### config.mk
export PLATFORM = sky130hd
export DESIGN_NAME = count_event_monitor
export DESIGN_NICKNAME = d
export VERILOG_FILES = /design/src/rtl/count_event_monitor_pkg.sv /design/src/rtl/count_sync.sv /design/src/rtl/count_event_monitor.sv
export SDC_FILE = /design/constraint.sdc
export NUM_CORES = 1
export LEC_CHECK = 0
export CORE_MARGIN = 3
export CORE_UTILIZATION = 52
export DETAILED_ROUTE_END_ITERATION = 6
export PLACE_DENSITY_LB_ADDON = 0.08
export SETUP_SLACK_MARGIN = 0.5
export SLEW_MARGIN = 10
export SYNTH_ARGS = -nofsm -noshare
export SYNTH_HDL_FRONTEND = slang
export SYNTH_SLANG_ARGS = --single-unit
### constraint.sdc
create_clock -name clk -period 3.73 [get_ports clk]
set_input_delay 0.5595 -clock clk [delete_from_list [all_inputs] [get_ports clk]]
set_output_delay 0.5595 -clock clk [all_outputs]
set_load 0.01 [all_outputs]
### src/rtl/count_event_monitor_pkg.sv
// count_event_monitor_pkg
// Shared definitions for the count event monitor slice.
//   state_t      : monitor FSM encoding (INIT / TRACK / FAULT)
//   FILL_TARGET  : number of post-reset cycles needed before the
//                  synchronizer output is trusted
package count_event_monitor_pkg;

    typedef enum logic [1:0] {
        ST_INIT  = 2'd0,
        ST_TRACK = 2'd1,
        ST_FAULT = 2'd2
    } state_t;

    localparam logic [1:0] FILL_TARGET = 2'd2;

endpackage

### src/rtl/count_sync.sv
// count_sync
// Brings the asynchronous ripple-counter value into the clk domain.
// Optional glitch filter: define COUNT_EVENT_MONITOR_GLITCH_FILTER_EN to add
// a third stage and only accept a sample once it has been stable for two
// consecutive clk samples.
// Ports:
//   clk      in   system clock, rising edge
//   reset_n  in   asynchronous active-low reset
//   cnt_in   in   raw count from the ripple counter (asynchronous)
//   cand     out  synchronized candidate count (second stage)
//   accept   out  candidate may be consumed this cycle
module count_sync #(
    parameter int WIDTH = 4
) (
    input  logic             clk,
    input  logic             reset_n,
    input  logic [WIDTH-1:0] cnt_in,
    output logic [WIDTH-1:0] cand,
    output logic             accept
);

    logic [WIDTH-1:0] s1;
    logic [WIDTH-1:0] s2;

    // Classic two-flop synchronizer. Individual bits may resolve on
    // different cycles while the ripple settles, so the downstream logic
    // must tolerate (or filter) a transiently wrong multi-bit value.
    always_ff @(posedge clk or negedge reset_n) begin
        if (!reset_n) begin
            s1 <= '0;
            s2 <= '0;
        end else begin
            s1 <= cnt_in;
            s2 <= s1;
        end
    end

    assign cand = s2;

`ifdef COUNT_EVENT_MONITOR_GLITCH_FILTER_EN
    logic [WIDTH-1:0] s3;

    // Extra delay stage used only for the stability comparison. A ripple
    // transient that lasts a single sample never matches its neighbour and
    // therefore never gets accepted.
    always_ff @(posedge clk or negedge reset_n) begin
        if (!reset_n) begin
            s3 <= '0;
        end else begin
            s3 <= s2;
        end
    end

    assign accept = (s2 == s3);
`else
    // Without the filter every synchronized sample is taken as-is; this is
    // meant for an upstream counter that is already glitch-free.
    assign accept = 1'b1;
`endif

endmodule

### src/rtl/count_event_monitor.sv
// count_event_monitor
// Watches the synchronized output of a ripple counter, checks that it only
// ever advances by one, and produces wrap / compare-match pulses, an
// extended wrap count and a sticky sequence-error flag.
// Optional glitch filter in the synchronizer: COUNT_EVENT_MONITOR_GLITCH_FILTER_EN.
// Ports:
//   clk          in   system clock, rising edge
//   reset_n      in   asynchronous active-low reset
//   cnt_in       in   raw ripple count (asynchronous)
//   cmp_val      in   compare value
//   cmp_en       in   enables match_pulse
//   err_clr      in   clears seq_err and leaves FAULT
//   cnt_q        out  last accepted count
//   wrap_pulse   out  one-cycle pulse on an accepted max->0 step
//   match_pulse  out  one-cycle pulse when a new value equals cmp_val
//   wrap_count   out  number of wraps, modulo 2^EXT_W
//   seq_err      out  sticky sequence-error flag
module count_event_monitor
    import count_event_monitor_pkg::*;
#(
    parameter int WIDTH = 4,
    parameter int EXT_W = 8
) (
    input  logic             clk,
    input  logic             reset_n,
    input  logic [WIDTH-1:0] cnt_in,
    input  logic [WIDTH-1:0] cmp_val,
    input  logic             cmp_en,
    input  logic             err_clr,
    output logic [WIDTH-1:0] cnt_q,
    output logic             wrap_pulse,
    output logic             match_pulse,
    output logic [EXT_W-1:0] wrap_count,
    output logic             seq_err
);

    localparam logic [WIDTH-1:0] CNT_MAX = '1;

    logic [WIDTH-1:0] cand;
    logic             accept;

    state_t           state;
    state_t           state_nxt;
    logic [1:0]       fill_cnt;
    logic [1:0]       fill_nxt;
    logic [WIDTH-1:0] cnt_nxt;
    logic [EXT_W-1:0] wrap_count_nxt;
    logic             wrap_nxt;
    logic             match_nxt;
    logic             err_nxt;

    logic [WIDTH-1:0] cnt_inc;
    logic             is_same;
    logic             is_succ;
    logic             is_bad;

    count_sync #(
        .WIDTH (WIDTH)
    ) u_sync (
        .clk     (clk),
        .reset_n (reset_n),
        .cnt_in  (cnt_in),
        .cand    (cand),
        .accept  (accept)
    );

    // Classification of the candidate against the last accepted count.
    // The successor is computed modulo 2^WIDTH so max->0 counts as a
    // legal step. "Bad" means an accepted value that is neither a hold
    // nor a +1 step.
    assign cnt_inc = cnt_q + WIDTH'(1);
    assign is_same = (cand == cnt_q);
    assign is_succ = (cand == cnt_inc);
    assign is_bad  = accept && !is_same && !is_succ;

    // Next-state and next-output logic. Pulses default low every cycle so
    // they can never stretch, even with back-to-back increments.
    // INIT waits for the fill counter before trusting the synchronizer and
    // then loads cnt_q silently. The fill counter is only rerun by reset,
    // so leaving FAULT reloads on the very next accepted candidate.
    // In FAULT a fresh bad step blocks err_clr so the error is never lost.
    always_comb begin
        state_nxt      = state;
        fill_nxt       = fill_cnt;
        cnt_nxt        = cnt_q;
        wrap_count_nxt = wrap_count;
        wrap_nxt       = 1'b0;
        match_nxt      = 1'b0;
        err_nxt        = seq_err;

        case (state)
            ST_INIT: begin
                if (fill_cnt != FILL_TARGET) begin
                    fill_nxt = fill_cnt + 2'd1;
                end else if (accept) begin
                    cnt_nxt   = cand;
                    state_nxt = ST_TRACK;
                end
            end

            ST_TRACK: begin
                if (accept && !is_same) begin
                    cnt_nxt = cand;
                    if (is_succ) begin
                        if (cnt_q == CNT_MAX) begin
                            wrap_nxt       = 1'b1;
                            wrap_count_nxt = wrap_count + EXT_W'(1);
                        end
                        if (cmp_en && (cand == cmp_val)) begin
                            match_nxt = 1'b1;
                        end
                    end else begin
                        err_nxt   = 1'b1;
                        state_nxt = ST_FAULT;
                    end
                end
            end

            ST_FAULT: begin
                if (accept) begin
                    cnt_nxt = cand;
                end
                if (err_clr && !is_bad) begin
                    err_nxt   = 1'b0;
                    state_nxt = ST_INIT;
                end
            end

            default: begin
                state_nxt = ST_INIT;
            end
        endcase
    end

    // State and output registers. Everything returns to zero / INIT the
    // moment reset_n falls, independent of the clock.
    always_ff @(posedge clk or negedge reset_n) begin
        if (!reset_n) begin
            state       <= ST_INIT;
            fill_cnt    <= 2'd0;
            cnt_q       <= '0;
            wrap_count  <= '0;
            wrap_pulse  <= 1'b0;
            match_pulse <= 1'b0;
            seq_err     <= 1'b0;
        end else begin
            state       <= state_nxt;
            fill_cnt    <= fill_nxt;
            cnt_q       <= cnt_nxt;
            wrap_count  <= wrap_count_nxt;
            wrap_pulse  <= wrap_nxt;
            match_pulse <= match_nxt;
            seq_err     <= err_nxt;
        end
    end

endmodule

Word-level counts from Yosys, hierarchy flattened. Cells that the tools add are included.

Muxes and demuxes: 20. Bitwise operators: 1. Eq/ne operators: 11. Reduce and logical (&&, ||, !) cells: 14. Add/subtract/negate cells: 3.

Operator list (count): $eq A4 B4 Y1 (3); $pmux W4 S3 (1); $reduce_and A4 Y1 (3); $mux W1 (11); $ne A2 B2 Y1 const B (5); $add A8 B1 Y8 const B (1); $mux W2 (4); $mux W4 (2); $pmux W2 S3 (1); $add A4 B1 Y4 const B (1); $eq A4 B4 Y1 const B (1); $logic_and A1 B1 Y1 (3); $logic_not A1 Y1 (3); $reduce_and A3 Y1 (1); $reduce_bool A3 Y1 (1); $add A2 B1 Y2 const B (1); $eq A2 B1 Y1 const B (1); $eq A2 B2 Y1 const B (1); $logic_not A2 Y1 (1); $pmux W1 S2 (1); $reduce_and A2 Y1 (1); $reduce_bool A2 Y1 (1); $not A1 Y1 (1).

Output and inout bits: 15. Register bits after elaboration: 27. Input port bits: 12.

Longest topological paths before layout.
Depth in word-level cells: 8. Gate-level depth with buffers: 6. Gate-level depth less buffers: 6.

Cells and area by module. A second synthesis with hierarchy kept.

Cells, all modules: 102. Area total of the unflattened synthesis: 1227.4 um2.

Modules (own cells, without submodules): count_event_monitor (area an instance 1016.0 um2, cells each 92, instances 1); count_sync (area an instance 211.5 um2, cells each 10, instances 1).

Worst setup path before layout. No wires, ideal clock.

Path type: register -> register. Start point: register cnt_q[0]. End point: register wrap_count[1]. Data required time: 3605 ps. Path slack: 1791 ps. Clock period less this slack: 1939 ps. Arrival time: 1814 ps. Stages on the path, launching flop included: 6. Setup time: 125 ps. Cell sequence: dfrtp_1 > ha_1 > xnor2_1 > nand2_1 > nor4_4 > mux2_2.

Word-level cells in the longest chain between the ends: 3.

RTL lines: start, declared (line count_event_monitor.sv:30) `output logic [WIDTH-1:0] cnt_q,`; start signal, assigned (line count_event_monitor.sv:149) `cnt_q <= cnt_nxt;`; $add A4 B1 Y4 or $eq A4 B4 Y1 (tied branches) (line count_event_monitor.sv:71, count_event_monitor.sv:72); $eq A4 B4 Y1 or $not A1 Y1 (tied branches); $reduce_and A4 Y1 (no line) *; end signal, assigned (line count_event_monitor.sv:150) `wrap_count <= wrap_count_nxt;`; end, declared (line count_event_monitor.sv:33) `output logic [EXT_W-1:0] wrap_count,`.

Mark *: on every way between the ends. The rest lies on a longest branch, timed or not. A chain may end at the register's enable or synchronous reset.

Worst setup path after layout. Ends and elaborated chain as after synthesis.

==> impl_metrics.prom <==
# TYPE chip_impl_metric gauge
chip_impl_info{name="result_of_the_run",value="complete, no violations"} 1
chip_impl_metric{name="cp_num_buf_inv",unit=""} 0
chip_impl_info{name="path_class",value="flip-flop to flip-flop"} 1
chip_impl_info{name="clock_tree.root_cell",value="clkbuf_4"} 1
chip_impl_metric{name="post_synth_num_cell_types",unit=""} 22
chip_impl_metric{name="totalWireLength",unit="um"} 2011
chip_impl_metric{name="power.leakage",unit="nW"} 0.6378
chip_impl_metric{name="pin_count_of_the_biggest_net_entering_global_routing",unit=""} 28
chip_impl_metric{name="avgRoutedWirePerCell",unit="um"} 13.77
chip_impl_info{name="hold_class",value="flip-flop to flip-flop"} 1
chip_impl_metric{name="sequential_area_share_after_synthesis",unit=""} 0.5870
chip_impl_metric{name="timing.final.crit_period",unit="ps"} 2085
chip_impl_metric{name="critPathRequiredTime",unit="ps"} 3950
chip_impl_info{name="cpLargestDelayFamily",value="simple AND/OR/NAND/NOR gates"} 1
chip_impl_metric{name="syn_area",unit="um2"} 1151
chip_impl_metric{name="clk_path_buf_depth",unit=""} 2
chip_impl_metric{name="timing.fmax",unit="GHz"} 0.4796
chip_impl_metric{name="flow.area_growth_from_synthesis",unit="%"} 28.48
chip_impl_info{name="synth_area_leader_cell",value="dfrtp_1"} 1
chip_impl_metric{name="dp_hpwl",unit="um"} 1501
chip_impl_metric{name="pwr-share-clk",unit=""} 0.169
chip_impl_metric{name="diodes",unit=""} 0
chip_impl_metric{name="design.final.nets",unit=""} 135
chip_impl_metric{name="initialDrtViolationCount",unit=""} 8
chip_impl_metric{name="area_share_of_the_largest_cell_type_after_synthesis",unit=""} 0.5870
chip_impl_metric{name="synth.avg_cell_area",unit="um2"} 13.08
chip_impl_info{name="path_cells",value="ha_1 -> xnor2_1 -> nand2_1 -> nor4_4 -> mux2_2"} 1
chip_impl_metric{name="place.gp.congestion",unit=""} 0.8028
chip_impl_metric{name="die_area",unit="um2"} 2814
chip_impl_metric{name="fin_crit_sh",unit=""} 0.5590
chip_impl_info{name="synth.area.top_cells",value="dfrtp_1 (59%), xnor2_1 (9.1%), xor2_1 (5.3%), mux2_2 (4.9%), ha_1 (3.3%)"} 1
chip_impl_metric{name="max_slew_margin",unit=""} 0.6647
chip_impl_info{name="yosys_most_used_dff",value="dfrtp_1"} 1
chip_impl_metric{name="numPortBuffers",unit=""} 26
chip_impl_metric{name="number_of_failing_setup_endpoints_in_the_final_timing_report",unit=""} 0
chip_impl_metric{name="cts_inserted_buffers",unit=""} 3
chip_impl_metric{name="drive_above_1_share",unit=""} 0.09244
chip_impl_metric{name="switching_power",unit="W"} 0.0002383
chip_impl_metric{name="vias_cell",unit=""} 5.192
chip_impl_metric{name="die_height",unit="um"} 53.05
chip_impl_metric{name="clkSlewWorstSetupHoldPaths",unit="ps"} 140
chip_impl_info{name="ys_top_cells_by_count",value="dfrtp_1 (27), xnor2_1 (12), xor2_1 (7)"} 1
chip_impl_metric{name="finalHoldViolCount",unit=""} 0
chip_impl_metric{name="critical_path.max_stage_delay",unit="ps"} 520
chip_impl_metric{name="slew_violations",unit=""} 0
chip_impl_metric{name="post_cts_sizing",unit=""} 0
chip_impl_metric{name="grt_first_pass_wirelength",unit="um"} 3546
chip_impl_metric{name="drc",unit=""} 0
chip_impl_info{name="cp_slowest_cell",value="nor4_4"} 1
chip_impl_metric{name="fillers",unit=""} 147
chip_impl_info{name="timing.critical_path.to_type",value="flip-flop"} 1
chip_impl_metric{name="power.sequential.fraction",unit=""} 0.516
chip_impl_metric{name="cts_post_setup_buffers_inserted",unit=""} 0
chip_impl_metric{name="worst-endpoint-arrival",unit="ps"} 2300
chip_impl_metric{name="clock_insertion_delay_worst_skew",unit="ps"} 320
chip_impl_info{name="cts_tree",value="done"} 1
chip_impl_metric{name="tightest_slew",unit="ps"} 499.2
chip_impl_metric{name="finClkSkew",unit="ps"} 3.205
chip_impl_metric{name="first_global_vias",unit=""} 817
chip_impl_metric{name="synth_cells",unit=""} 88
chip_impl_info{name="timing.critical_path.from_type",value="flip-flop"} 1
chip_impl_metric{name="rows",unit=""} 16
chip_impl_metric{name="final.setup.tns",unit="ps"} 0
chip_impl_metric{name="overflow",unit=""} 0
chip_impl_metric{name="internal_dissipation",unit="W"} 0.0004886
chip_impl_metric{name="yosysWarnings",unit=""} 0
chip_impl_info{name="synthMostInstantiatedCell",value="dfrtp_1"} 1
chip_impl_metric{name="postLayoutCoreUtil",unit=""} 0.7314
chip_impl_metric{name="final_antenna_net_count",unit=""} 0
chip_impl_metric{name="route.vias.total",unit=""} 758
chip_impl_metric{name="floorplan.core_area",unit="um2"} 2022
chip_impl_metric{name="postSynth.asyncResetShare",unit=""} 1.000
chip_impl_metric{name="gr-usage-all-layers",unit=""} 0.1780
chip_impl_metric{name="antenna_found_initial",unit=""} 0
chip_impl_metric{name="postSynthRegisterBits",unit=""} 27
chip_impl_metric{name="worst-path-max-fanout",unit=""} 9
chip_impl_metric{name="io_pins",unit=""} 27
chip_impl_metric{name="power.density_cell_area",unit="nW/um2"} 491.5
chip_impl_metric{name="floorplan.die.width",unit="um"} 53.05
chip_impl_metric{name="cap_viol_max_count",unit=""} 0
chip_impl_metric{name="holdBufCountCts",unit=""} 0
chip_impl_metric{name="synth_fp_nets",unit=""} 103
chip_impl_metric{name="cts_num_sinks",unit=""} 27
chip_impl_metric{name="combPwrFrac",unit=""} 0.315
chip_impl_metric{name="ctsHtreeMaxLevel",unit=""} 1
chip_impl_metric{name="switching_fraction",unit=""} 0.3278
chip_impl_metric{name="start_util",unit=""} 0.5693
chip_impl_metric{name="drt_pass1_iterations",unit=""} 4
chip_impl_metric{name="synth_edf_count",unit=""} 0
chip_impl_info{name="grt_setup_unrepaired",value="no"} 1
chip_impl_metric{name="irDropWorstVdd",unit="mV"} 0.3704
[per-stage QoR]
step                instances  cell area, um2  total power, W  hold slack (ps)  setup slack, ps
finish                    146            1479       0.0007269            364.7             1645
global route              146            1479       0.0007743            373.4             1478
CTS                       146            1479       0.0007338            367.7             1626
detailed placement        142            1453       0.0006106            336.2             1656
global placement          142            1453       0.0006002            332.7             1717
floorplan                  88            1151       0.0005200            263.9             1791
[cell type report]
type                            instances  area [um2]  area share
Clock buffer                            4       26.28     0.01777
Tap cell                               27       33.78     0.02284
Multi-Input combinational cell         57       460.4      0.3113
Timing Repair Buffer                   27       267.8      0.1810
Inverter                                4       15.01     0.01015
Sequential cell                        27       675.6      0.4569
[layout by cell type (no fill, tap or decap), types with 2 or more instances in the layout]
master and instances:
nor2_1 2, nor3_1 3, mux2_2 5, dfrtp_1 27, ha_1 3, xnor2_1 12, nand2_1 4, xor2_1 7
inv_1 4, mux2i_1 2, and3_1 3, clkbuf_4 3, nand4_1 6, clkdlybuf4s50_1 26
[registers in the layout, indices dropped and copies added (netlist names)]
name,cells
u_sync.s1,4
fill_cnt,2
state,2
cnt_q,4
match_pulse,1
wrap_count,8
wrap_pulse,1
seq_err,1
u_sync.cand,4
[power groups by stage]
| stage | Combinational [W] | Clock, W | Sequential (W) |
|---|---|---|---|
| finish | 0.000229 | 0.000123 | 0.000375 |
| global route | 0.000254 | 0.000138 | 0.000382 |
| CTS | 0.000231 | 0.000128 | 0.000374 |
| detailed placement | 0.000230 | 0 | 0.000381 |
| global placement | 0.000223 | 0 | 0.000377 |
| floorplan | 0.000141 | 0 | 0.000379 |
[per-layer routing]
metal,vias to the layer above,track usage,routed length [um]
met5,-,0,0
met4,0,0.06383,27
li1,366,-,-
met2,20,0.3058,1006
met3,4,0.05352,104
met1,368,0.2084,874
[path summary, 6_finish.rpt]
kind	slack, ps	depth (start not counted)	startpoint	endpoint
min in group asynchronous	590	2	reset_n	cnt_q[1]$_DFFE_PN0P_
min reg2reg	360	0	u_sync.s1[1]$_DFF_PN0_	u_sync.cand[1]$_DFF_PN0_
max	1640	5	cnt_q[0]$_DFFE_PN0P_	wrap_count[1]$_DFFE_PN0P_
max reg2reg	1640	5	cnt_q[0]$_DFFE_PN0P_	wrap_count[1]$_DFFE_PN0P_
max in group asynchronous	2890	2	reset_n	fill_cnt[1]$_DFFE_PN0P_
min	360	0	u_sync.s1[1]$_DFF_PN0_	u_sync.cand[1]$_DFF_PN0_
[cells by family (layout without fill, tap and decap cells)]
kind of cell | after synthesis | count (layout) | synth area share
flops | 27 | 27 | 0.5870
xor+xnor | 19 | 19 | 0.1446
simple gates | 23 | 23 | 0.1239
mux | 7 | 7 | 0.06630
compound gates | 5 | 5 | 0.03261
fa+ha+maj | 3 | 3 | 0.03261
buf+inv | 4 | 35 | 0.01304
(Power assumes the default switching activity.)
